File: src/rtl/n1_mem_arbiter.sv
// rtl/n1_mem_arbiter.sv - single-port RAM arbiter for host, fetch and data requesters
module n1_mem_arbiter #(
    parameter int RAM_WORDS    = 128,
    parameter int STARVE_LIMIT = 4,
    localparam int AW          = $clog2(RAM_WORDS)
) (
    input  logic          clk,
    input  logic          rst_n,
    input  logic          halt,
    input  logic          h_req,
    input  logic          f_req,
    input  logic          d_req,
    input  logic          h_we,
    input  logic          d_we,
    input  logic [AW-1:0] h_addr,
    input  logic [AW-1:0] f_addr,
    input  logic [AW-1:0] d_addr,
    input  logic [15:0]   h_wdata,
    input  logic [15:0]   d_wdata,
    output logic          h_gnt,
    output logic          f_gnt,
    output logic          d_gnt,
    output logic          h_rvalid,
    output logic          f_rvalid,
    output logic          d_rvalid,
    output logic [15:0]   rdata,
    output logic          ram_en,
    output logic          ram_we,
    output logic [AW-1:0] ram_addr,
    output logic [15:0]   ram_wdata,
    input  logic [15:0]   ram_rdata
);

    localparam logic [3:0] LIMIT = 4'(STARVE_LIMIT);

    typedef enum logic [1:0] {
        OWN_NONE  = 2'd0,
        OWN_HOST  = 2'd1,
        OWN_FETCH = 2'd2,
        OWN_DATA  = 2'd3
    } owner_t;

    owner_t     rsel, rsel_next;
    logic [3:0] starve_cnt, starve_next;
    logic       f_eff, d_eff, starve_hit;

    assign f_eff      = f_req & ~halt;
    assign d_eff      = d_req & ~halt;
    assign starve_hit = (starve_cnt == LIMIT);

    // Grants stay combinational so a winner transfers in the cycle it asks.
    always_comb begin
        h_gnt = 1'b0;
        f_gnt = 1'b0;
        d_gnt = 1'b0;
        if (rst_n) begin
            if (h_req)                   h_gnt = 1'b1;
            else if (f_eff && starve_hit) f_gnt = 1'b1;
            else if (d_eff)              d_gnt = 1'b1;
            else if (f_eff)              f_gnt = 1'b1;
        end
    end

    always_comb begin
        ram_en    = 1'b0;
        ram_we    = 1'b0;
        ram_addr  = '0;
        ram_wdata = '0;
        rsel_next = OWN_NONE;
        if (h_gnt) begin
            ram_en    = 1'b1;
            ram_we    = h_we;
            ram_addr  = h_addr;
            ram_wdata = h_wdata;
            rsel_next = h_we ? OWN_NONE : OWN_HOST;
        end else if (f_gnt) begin
            ram_en    = 1'b1;
            ram_addr  = f_addr;
            rsel_next = OWN_FETCH;
        end else if (d_gnt) begin
            ram_en    = 1'b1;
            ram_we    = d_we;
            ram_addr  = d_addr;
            ram_wdata = d_wdata;
            rsel_next = d_we ? OWN_NONE : OWN_DATA;
        end
    end

    // Halt freezes the counter so fetch keeps its accumulated claim across a halt.
    always_comb begin
        starve_next = starve_cnt;
        if (!halt) begin
            if (f_gnt || !f_req)
                starve_next = 4'd0;
            else if (d_gnt && !starve_hit)
                starve_next = starve_cnt + 4'd1;
        end
    end

    always_ff @(posedge clk or negedge rst_n) begin
        if (!rst_n) begin
            rsel       <= OWN_NONE;
            starve_cnt <= 4'd0;
        end else begin
            rsel       <= rsel_next;
            starve_cnt <= starve_next;
        end
    end

    assign h_rvalid = (rsel == OWN_HOST);
    assign f_rvalid = (rsel == OWN_FETCH);
    assign d_rvalid = (rsel == OWN_DATA);
    assign rdata    = ram_rdata;

endmodule

File: config.mk
export PLATFORM = sky130hd
export DESIGN_NAME = n1_mem_arbiter
export DESIGN_NICKNAME = d
export VERILOG_FILES = /design/src/rtl/n1_mem_arbiter.sv
export SDC_FILE = /design/constraint.sdc
export NUM_CORES = 1
export LEC_CHECK = 0
export ABC_AREA = 1
export CAP_MARGIN = 20
export CORE_MARGIN = 2
export CORE_UTILIZATION = 27
export CTS_BUF_LIST = sky130_fd_sc_hd__clkbuf_4
export CTS_CLUSTER_DIAMETER = 80
export DETAILED_ROUTE_END_ITERATION = 10
export PLACE_DENSITY = 0.91
export REMOVE_ABC_BUFFERS = 1
export SLEW_MARGIN = 0
export SYNTH_ARGS = -nofsm -noshare
export SYNTH_HDL_FRONTEND = slang
export SYNTH_SLANG_ARGS = --single-unit
File: constraint.sdc
create_clock -name clk -period 2.22 [get_ports clk]
set_input_delay 0.222 -clock clk [delete_from_list [all_inputs] [get_ports clk]]
set_output_delay 0.222 -clock clk [all_outputs]
set_load 0.02 [all_outputs]
==> summary.txt, run 1 <==
Setup path
  – Crit-path leading delay family: buffers and inverters
  – Reg-to-Reg Start: starve_cnt[0]
  – WP buf/inv: 3
  – Nature of the critical path endpoint: primary output
  – Worst R2R Setup Slack: 0.91 ns
  – Slowest Stage Delay on Critical Path: 0.63 ns
  – Worst setup SP type: flip-flop
  – Reg-to-Reg End: starve_cnt[3]
  – Cells along the critical path: inv_1 -> ha_1 -> nand4_1 -> nand2_2 -> inv_8 -> clkdlybuf4s50_1
  – Worst EP arrival: 1.90 ns
  – Slowest CP cell: clkdlybuf4s50_1
  – WP data required: 2.00 ns
  – Crit path kind: flip-flop to primary output
  – Worst path depth: 6
  – Worst reg2reg path depth: 8
  – Crit path max fanout: 25

STA
  – Final min period: 2.12 ns
  – Final period util: 0.955
  – Final worst setup slack: 0.0998 ns
  – Max_slew headroom: 0.833
  – Setup violations, final: 0
  – Worst Skew: roughly 0.00074 ns
  – Max Slew Vio Count: 0
  – Fmax achieved: roughly 470 MHz
  – Worst-Margin Slew: between 0.2 and 0.25 ns
  – RSZ-0062 raised after global routing: false
  – WHS: 0.285 ns
  – Setup_tns: 0 ns
  – Final hold viol count: 0

Global route
  – Initial antenna violation count: 0
  – Number of global-route vias before repair: 1134
  – GRT Util Overall: 0.178
  – Pin count of the biggest net entering global routing: 26
  – GR Overflow Total: 0
  – First-pass GRT wire length: 4.83 mm

Cells and area
  – Most common library cell in the layout ignoring fill and taps: nand2_1
  – Share of layout cells above drive strength 1: 0.100
  – Antenna Cells: 0
  – Final Non-Filler Cells: 283
  – Register cell area after layout: 150 µm²
  – Final net count: 320
  – Multi-input gate area: 526 µm²
  – Final Cell Area: 1790 µm²
  – Commonest cells after routing, fill and taps aside: nand2_1 (86), clkdlybuf4s50_1 (65), dlygate4sd2_1 (21)
  – Filler cells: 308
  – Area Growth Syn to Fin: 102%
  – Core Util, Final: 0.582

Yosys
  – Post-Syn Instances: 157
  – Mux cell area share after synthesis: 0
  – Synth Register Bits: 6
  – Yosys top cell area share: 0.364
  – Mapped cell area: about 890 µm²
  – Synth warn: 0
  – Post-synth top area cell: nand2_1
  – Syn avg cell area: ~5.7 µm²
  – Synth Area in Adders: 0.0282
  – Area contributors post-synth: nand2_1 (36%), dfrtp_1 (17%), buf_4 (14%)
  – Sequential fraction of the synthesis area: 0.169
  – Synth unique cells: 19
  – Main combinational cell family by area after synthesis: simple AND/OR/NAND/NOR gates
  – Compound-gate portion of the synthesized area: 0.0240
  – Post-synthesis xor/xnor area fraction: 0.00987
  – Synth Area in Simple Gates: 0.530

Clock network
  – # hold bufs at CTS: 0
  – H-tree depth: 1
  – Clock buffer depth: 2
  – Clock latency at the later pin of the worst-skew pair: approximately 0.25 ns
  – Reg clk slew, reported paths: 0.04 ns
  – Clock sinks: 6
  – CTS root buf: clkbuf_4
  – Total CTS buffers: 3
  – Post-CTS Setup Bufs: 0
  – CTS tree: yes

Min path
  – HP Class: primary input to async pin

Placement
  – Placed Instances: 280
  – DP HPWL: 2.85 mm
  – Port Buf Inserts: 91
  – Placed cell areas: between 1500 and 2000 µm²
  – Pre-CTS setup slack: -0.0487 ns
  – Final Wtd Congestion: 0.780

Routing
  – Initial DRC count: 26
  – Routed len/inst: about 12 µm
  – DR pass1 iterations: 4
  – Routed via count: roughly 1200
  – Total wire length: about 3.4 mm
  – Vias per inst: 4.34
  – Post-route ant nets: 0
  – DRC Markers: 0

Flow run
  – Max_cap viols: 0

Die
  – Chip Height: 61.3 µm
  – Die area: 3760 µm²
  – Site row count: 20
  – Die Span X: 61.3 µm
  – Core area: 3080 µm²
  – IO Count: 124
  – Initial Util: 0.288

Power
  – Leak pwr: 1.01 nW
  – Final Power: between 0.5 and 0.6 mW
  – PD cells: 288 nW/µm²
  – Worst vdd ir: 116 µV

Outcome
  – Status: finished, final reports clean
[sequential cells by signal, summed over array words and instances, names as in the netlist]
| name | flops |
|---|---|
| starve_cnt | 4 |
| rsel | 2 |
[cell usage after synthesis]
cell type and n:
o22ai_1 1, nand4_1 5, dfrtp_1 6, inv_4 1, buf_2 2, inv_1 7, buf_4 17, inv_2 3
a21oi_1 2, buf_8 2, nor2_2 1, nor2_1 5, ha_1 2, nand2_2 5, o21ai_0 1, nand2_1 86
xor2_1 1, nand3_1 8, nand3_2 2
[what timing repair did]
action | in CTS | in global routing
pin swaps | 0 | 0
gates resized for setup | 23 | 5
setup endpoints to repair | 24 | 5
cloned | 0 | 0
[worst max path at each step]
stage | from | to | slack, ns
after global routing | starve_cnt[0] | d_gnt | 0.007
after detailed placement | rst_n | ram_addr[0] | -0.05
after CTS | starve_cnt[0] | ram_we | 0.008
after global placement | rst_n | ram_addr[1] | 0.006
after floorplan | starve_cnt[0] | ram_addr[0] | 0.75
final | starve_cnt[0] | d_gnt | 0.1
[kinds of logic after synthesis]
family | after synthesis
XOR/XNOR | 1
adder cells (fa/ha/maj) | 2
AND/OR/NAND/NOR | 112
buffers and inverters | 32
AO/OA/AOI/OAI | 4
flip-flops | 6
[worst reg2reg max path: stages, from the launching register on]
cell	delay (ns)
dfrtp_1	0.39
inv_1	0.10
ha_1	0.17
nand3_1	0.08
nand2_1	0.08
nand2_2	0.06
buf_4	0.15
a21oi_1	0.13
nor2_1	0.05
[routing by layer]
layer  track usage  wire length, µm  up-vias
met3        0.0987              346        3
met4        0.0466               17        0
met2         0.313             1780       69
li1              -                -      632
met1         0.182             1250      523
met5             0                0        -
[report_power, final]
group          internal [mW]  switching, mW  leakage (nW)
Sequential             0.120         0.0106        0.0810
Clock                 0.0612         0.0412        0.0138
Combinational          0.164          0.119         0.916
Total                  0.345          0.171          1.01
[cell type report]
| type | instances | share of cell area |
|---|---|---|
| sequential | 6 | 0.0838 |
| inverter | 11 | 0.0272 |
| timing repair buffer | 100 | 0.552 |
| multi-input combinational | 119 | 0.293 |
| clock buffer | 3 | 0.0126 |
| tap | 44 | 0.0307 |
(Power assumes the default switching activity.)
==> inputs of run 2 (changes only) <==
--- a/config.mk
+++ b/config.mk
@@ -6,6 +6,7 @@
 export NUM_CORES = 1
 export LEC_CHECK = 0
 export ABC_AREA = 1
+export ABC_CLOCK_PERIOD_IN_PS = 2220
 export CAP_MARGIN = 20
 export CORE_MARGIN = 2
 export CORE_UTILIZATION = 27
==> results of run 2 <==
Same layout as run 1: the final DEF is identical, and so are final timing and power.
